## src/rtl/mem_read_ctrl_pkg.sv

```systemverilog
// rtl/mem_read_ctrl_pkg.sv - shared widths and state encoding for the burst read controller
package mem_read_ctrl_pkg;

    localparam int DATA_W = 8;
    localparam int ADDR_W = 8;
    localparam int LEN_W  = 4;

    typedef enum logic [2:0] {
        IDLE  = 3'd0,
        ISSUE = 3'd1,
        WAIT  = 3'd2,
        OUT   = 3'd3,
        FIN   = 3'd4
    } state_t;

    // Byte addresses wrap naturally at the top of the 256-byte data memory
    function automatic logic [ADDR_W-1:0] nextAddr(input logic [ADDR_W-1:0] addr);
        return addr + ADDR_W'(1);
    endfunction

endpackage

```

## src/rtl/mem_read_ctrl.sv

```systemverilog
// rtl/mem_read_ctrl.sv - burst reader: fetches Length bytes from data memory and hands them downstream one at a time
module mem_read_ctrl
    import mem_read_ctrl_pkg::*;
(
    input  logic              CLK,
    input  logic              Reset,
    input  logic              Start,
    input  logic [ADDR_W-1:0] StartAddr,
    input  logic [LEN_W-1:0]  Length,
    output logic              MemRead,
    output logic [ADDR_W-1:0] MemAddr,
    input  logic [DATA_W-1:0] DataMemOut,
    output logic [DATA_W-1:0] ByteOut,
    output logic              ByteValid,
    input  logic              ByteReady,
    output logic              Busy,
    output logic              Done
);

    state_t            state;
    state_t            nextState;
    logic [ADDR_W-1:0] addrReg;
    logic [ADDR_W-1:0] addrNext;
    logic [LEN_W-1:0]  countReg;
    logic [LEN_W-1:0]  countNext;
    logic [DATA_W-1:0] byteReg;
    logic [DATA_W-1:0] byteNext;

    always_ff @(posedge CLK or posedge Reset) begin
        if (Reset) begin
            state    <= IDLE;
            addrReg  <= '0;
            countReg <= '0;
            byteReg  <= '0;
        end else begin
            state    <= nextState;
            addrReg  <= addrNext;
            countReg <= countNext;
            byteReg  <= byteNext;
        end
    end

    always_comb begin
        nextState = state;
        addrNext  = addrReg;
        countNext = countReg;
        byteNext  = byteReg;
        MemRead   = 1'b0;
        MemAddr   = '0;
        ByteValid = 1'b0;
        Busy      = 1'b1;
        Done      = 1'b0;

        unique case (state)
            IDLE: begin
                Busy = 1'b0;
                if (Start) begin
                    if (Length != '0) begin
                        addrNext  = StartAddr;
                        countNext = Length;
                        nextState = ISSUE;
                    end else begin
                        nextState = FIN;
                    end
                end
            end

            ISSUE: begin
                MemRead   = 1'b1;
                MemAddr   = addrReg;
                nextState = WAIT;
            end

            // Synchronous memory returns the byte during this cycle
            WAIT: begin
                byteNext  = DataMemOut;
                nextState = OUT;
            end

            // Hold ByteOut until the consumer takes it
            OUT: begin
                ByteValid = 1'b1;
                if (ByteReady) begin
                    if (countReg == LEN_W'(1)) begin
                        nextState = FIN;
                    end else begin
                        countNext = countReg - LEN_W'(1);
                        addrNext  = nextAddr(addrReg);
                        nextState = ISSUE;
                    end
                end
            end

            FIN: begin
                Done      = 1'b1;
                nextState = IDLE;
            end

            default: begin
                nextState = IDLE;
            end
        endcase
    end

    assign ByteOut = byteReg;

endmodule
```

## config.mk

```make
export PLATFORM = sky130hd
export DESIGN_NAME = mem_read_ctrl
export DESIGN_NICKNAME = d
export VERILOG_FILES = /design/src/rtl/mem_read_ctrl_pkg.sv /design/src/rtl/mem_read_ctrl.sv
export SDC_FILE = /design/constraint.sdc
export NUM_CORES = 1
export LEC_CHECK = 0
export BUFFER_PORTS_ARGS = -buffer_cell sky130_fd_sc_hd__buf_4
export CAP_MARGIN = 20
export CORE_UTILIZATION = 45
export DETAILED_ROUTE_END_ITERATION = 12
export HOLD_SLACK_MARGIN = 0.15
export PLACE_DENSITY = 0.86
export SETUP_SLACK_MARGIN = 0.05
export SYNTH_ARGS = -nofsm -noshare
export SYNTH_HDL_FRONTEND = slang
export SYNTH_SLANG_ARGS = --single-unit
```

## constraint.sdc

```tcl
create_clock -name CLK -period 1.7 [get_ports CLK]
set_input_delay 0 -clock CLK [delete_from_list [all_inputs] [get_ports CLK]]
set_output_delay 0 -clock CLK [all_outputs]
set_load 0.005 [all_outputs]
```

==> results.cfg <==
[drt]
wl_per_cell_um = 17.38
via_count = 1404
routed_wl_um = 4206
drtIter0Drc = 81
viasPerCell = 5.802
drc = 4
ant_nets = 0
first_pass_iters = 8

[global_routing]
grt_overflow = 0
antenna_found_initial = 0
globalRoute.busiestLayer = met2
grt_use_met1_pct = 35.68
grt_pass1_vias = 1479
grt_max_degree = 24
grtUsageTotal_pct = 27.96
grt_pass1_wl_um = 6920
use_met2_pct = 48.30
met3_usage_pct = 2.535

[cells_and_area]
area_growth_pct = 53.06
fin_util_pct = 73.60
n_fill_cell = 183
final_common_cell = buf_4
nNetsFinal = 239
drive_gt1_share_pct = 39.81
final_cell_mix = 57 x buf_4, 22 x dlygate4sd3_1, 21 x dfrtp_1
diodes = 0

[sta]
fmax_ghz = 0.5703
grt_setup_unrepaired = true
relSlewSlack_pct = 77.35
setup_viol = 8
skew_ps = 16.47
worstMarginPinSlew_ps = 335.0
fin_crit_sh_pct = 103.1
fin_crit_ps = 1753
drv_slew = 0
fin_ws_ps = -53.39
finalHoldViolCount = 0

[hold_path]
hp-class = in2reg

[worst_setup_path]
path_buf_inv = 1
critPathMaxFanout = 3
start_kind = flip-flop
cp.required_ps = 1920
slowest_delay_ps = 410
cp_top_family = simple AND/OR/NAND/NOR gates
critPathCaptureType = flip-flop
critPathKind = reg2reg
crit_arrival_ps = 1970
crit_chain = inv_2 -> ha_4 -> or3b_4 -> a32oi_4 -> nor2_2 -> mux2_4
critPathSlowestCell = dfrtp_1

[die]
floorplan.rows = 19
coreArea_um2 = 2805
start_util_pct = 48.08
num_io_pins = 44
die_area_um2 = 3220
die_x_um = 56.75
die_y_um = 56.75

[clock_tree]
cts_tree = done
numCtsBuffers = 3
worstSkewPairLatency_ps = 340
clk_pin_slew_ps = 120
cts-root-buf = clkbuf_4
htree_levels = 1
cts_max_path_buffers = 2
clock_sinks = 23

[synthesis]
syn-num-nets = 161
synth_edf_count = 0
syn_area_um2 = 1349
yosysTopAreaCell = dfrtp_1
ys_warn_count = 0
synth_flop_cell = dfrtp_1
ys_ff_latch = 23
yosys.area.top_type_share_pct = 42.67
async_flop_share_pct = 100.0
yosys-top-cells-area = dfrtp_1 43%, mux2_2 6.7%, and2_1 4.2%
ys_types = 42
ys_seq_area_share_pct = 42.67
synthCells = 134
syn_area_per_cell_um2 = 10.07

[power]
p_leak_nw = 0.9453
powerDensity_nw_per_um2 = 1670
irDropWorstVdd_v = 0.0009791
p_total_mw = 3.448

[run_status]
violations = DRC, setup timing
status = complete, but fails checks

[placement]
gp_congestion = 0.8298
post-dp-hpwl_um = 2642
port_buffers = 43

[run]
drv_cap = 0
-- per-layer routing --
metal / vias up / wire (um)
li1: 649 / -
met1: 684 / 1774
met2: 58 / 2096
met3: 13 / 219
met4: 0 / 115
met5: - / 0
-- cell families (layout without fill, tap and decap cells) --
logic type | Yosys count | count (layout) | share of synthesized area (%)
AO/OA/AOI/OAI | 39 | 39 | 20.78
adder cells (fa/ha/maj) | 3 | 3 | 2.783
buffers and inverters | 13 | 90 | 4.730
flip-flops | 23 | 23 | 42.67
multiplexers | 10 | 10 | 8.534
AND/OR/NAND/NOR | 46 | 46 | 20.50
-- worst min-delay path, delay by kind of cell --
family / cells / cell delay [ps]
AND/OR/NAND/NOR: 2 / 200
AO/OA/AOI/OAI: 1 / 170
buffers and inverters: 1 / 100
-- repair_timing --
action / in CTS / in global routing
endpoints found under the hold margin: 46 / 0
gates resized for setup: 6 / 3
buffers inserted: 1 / 1
endpoints found under the setup margin: 14 / 21
hold buffers: 22 / 0
pin swaps: 2 / 0
-- registers in the layout (all words and copies together) (netlist names) --
register and cells:
addrReg 8, ByteOut 8, state 3, countReg 4
-- cell usage after synthesis, types with 2 or more instances --
cell       instances
a211oi_1           2
a21oi_1            5
a2bb2oi_1          3
a31oi_1            3
and2_1             9
and3_1             3
buf_2              3
clkbuf_1           3
dfrtp_1           23
ha_1               3
inv_1              4
mux2_2             8
nand2_1            3
nand3_1            4
nor2_1             7
nor3_1             5
nor3b_1            3
nor4b_1            2
o21ai_0            8
o21ai_1            5
o22ai_2            2
o31ai_1            5
or3_1              2
-- worst paths after layout --
kind	start	endpoint	slack (ps)	cells past startpoint
setup reg to reg	countReg[1]	countReg[1]	-50	6
min in group asynchronous	Reset	addrReg[7]	260	4
hold / removal	Start	state[2]	180	4
max in group asynchronous	Reset	state[2]	1170	4
setup / recovery	countReg[1]	countReg[1]	-50	6
hold reg to reg	ByteOut[0]	ByteOut[0]	530	1
-- final cells by class --
class | instances | area, um^2 | area share (%)
Timing Repair Buffer | 81 | 670.6 | 32.48
Tap cell | 31 | 38.79 | 1.879
Clock buffer | 4 | 26.28 | 1.273
Inverter | 5 | 18.77 | 0.9091
Multi-Input combinational cell | 98 | 732.0 | 35.45
Sequential cell | 23 | 578.1 | 28.00
-- per-stage QoR --
stage                     setup WS (ps)  hold WS (ps)  std cells  cell area [um^2]  TNS [ps]
final                            -53.39         175.0        242              2064    -172.5
after global routing             -99.48         200.2        242              2064    -746.5
after CTS                        -31.27         165.0        241              2047    -42.78
after detailed placement         -111.6         67.47        214              1773    -983.9
after global placement            2.188         58.49        214              1773         0
after floorplan                   28.16         1.924        134              1351         0
-- power by group --
| part | switching (mW) | internal (mW) | total (mW) |
|---|---|---|---|
| sequential | 0.274 | 0.820 | 1.09 |
| clock | 0.184 | 0.0922 | 0.276 |
| combinational | 0.969 | 1.11 | 2.08 |
| total | 1.43 | 2.02 | 3.45 |
Note: power is estimated with default switching activity, not from simulation.
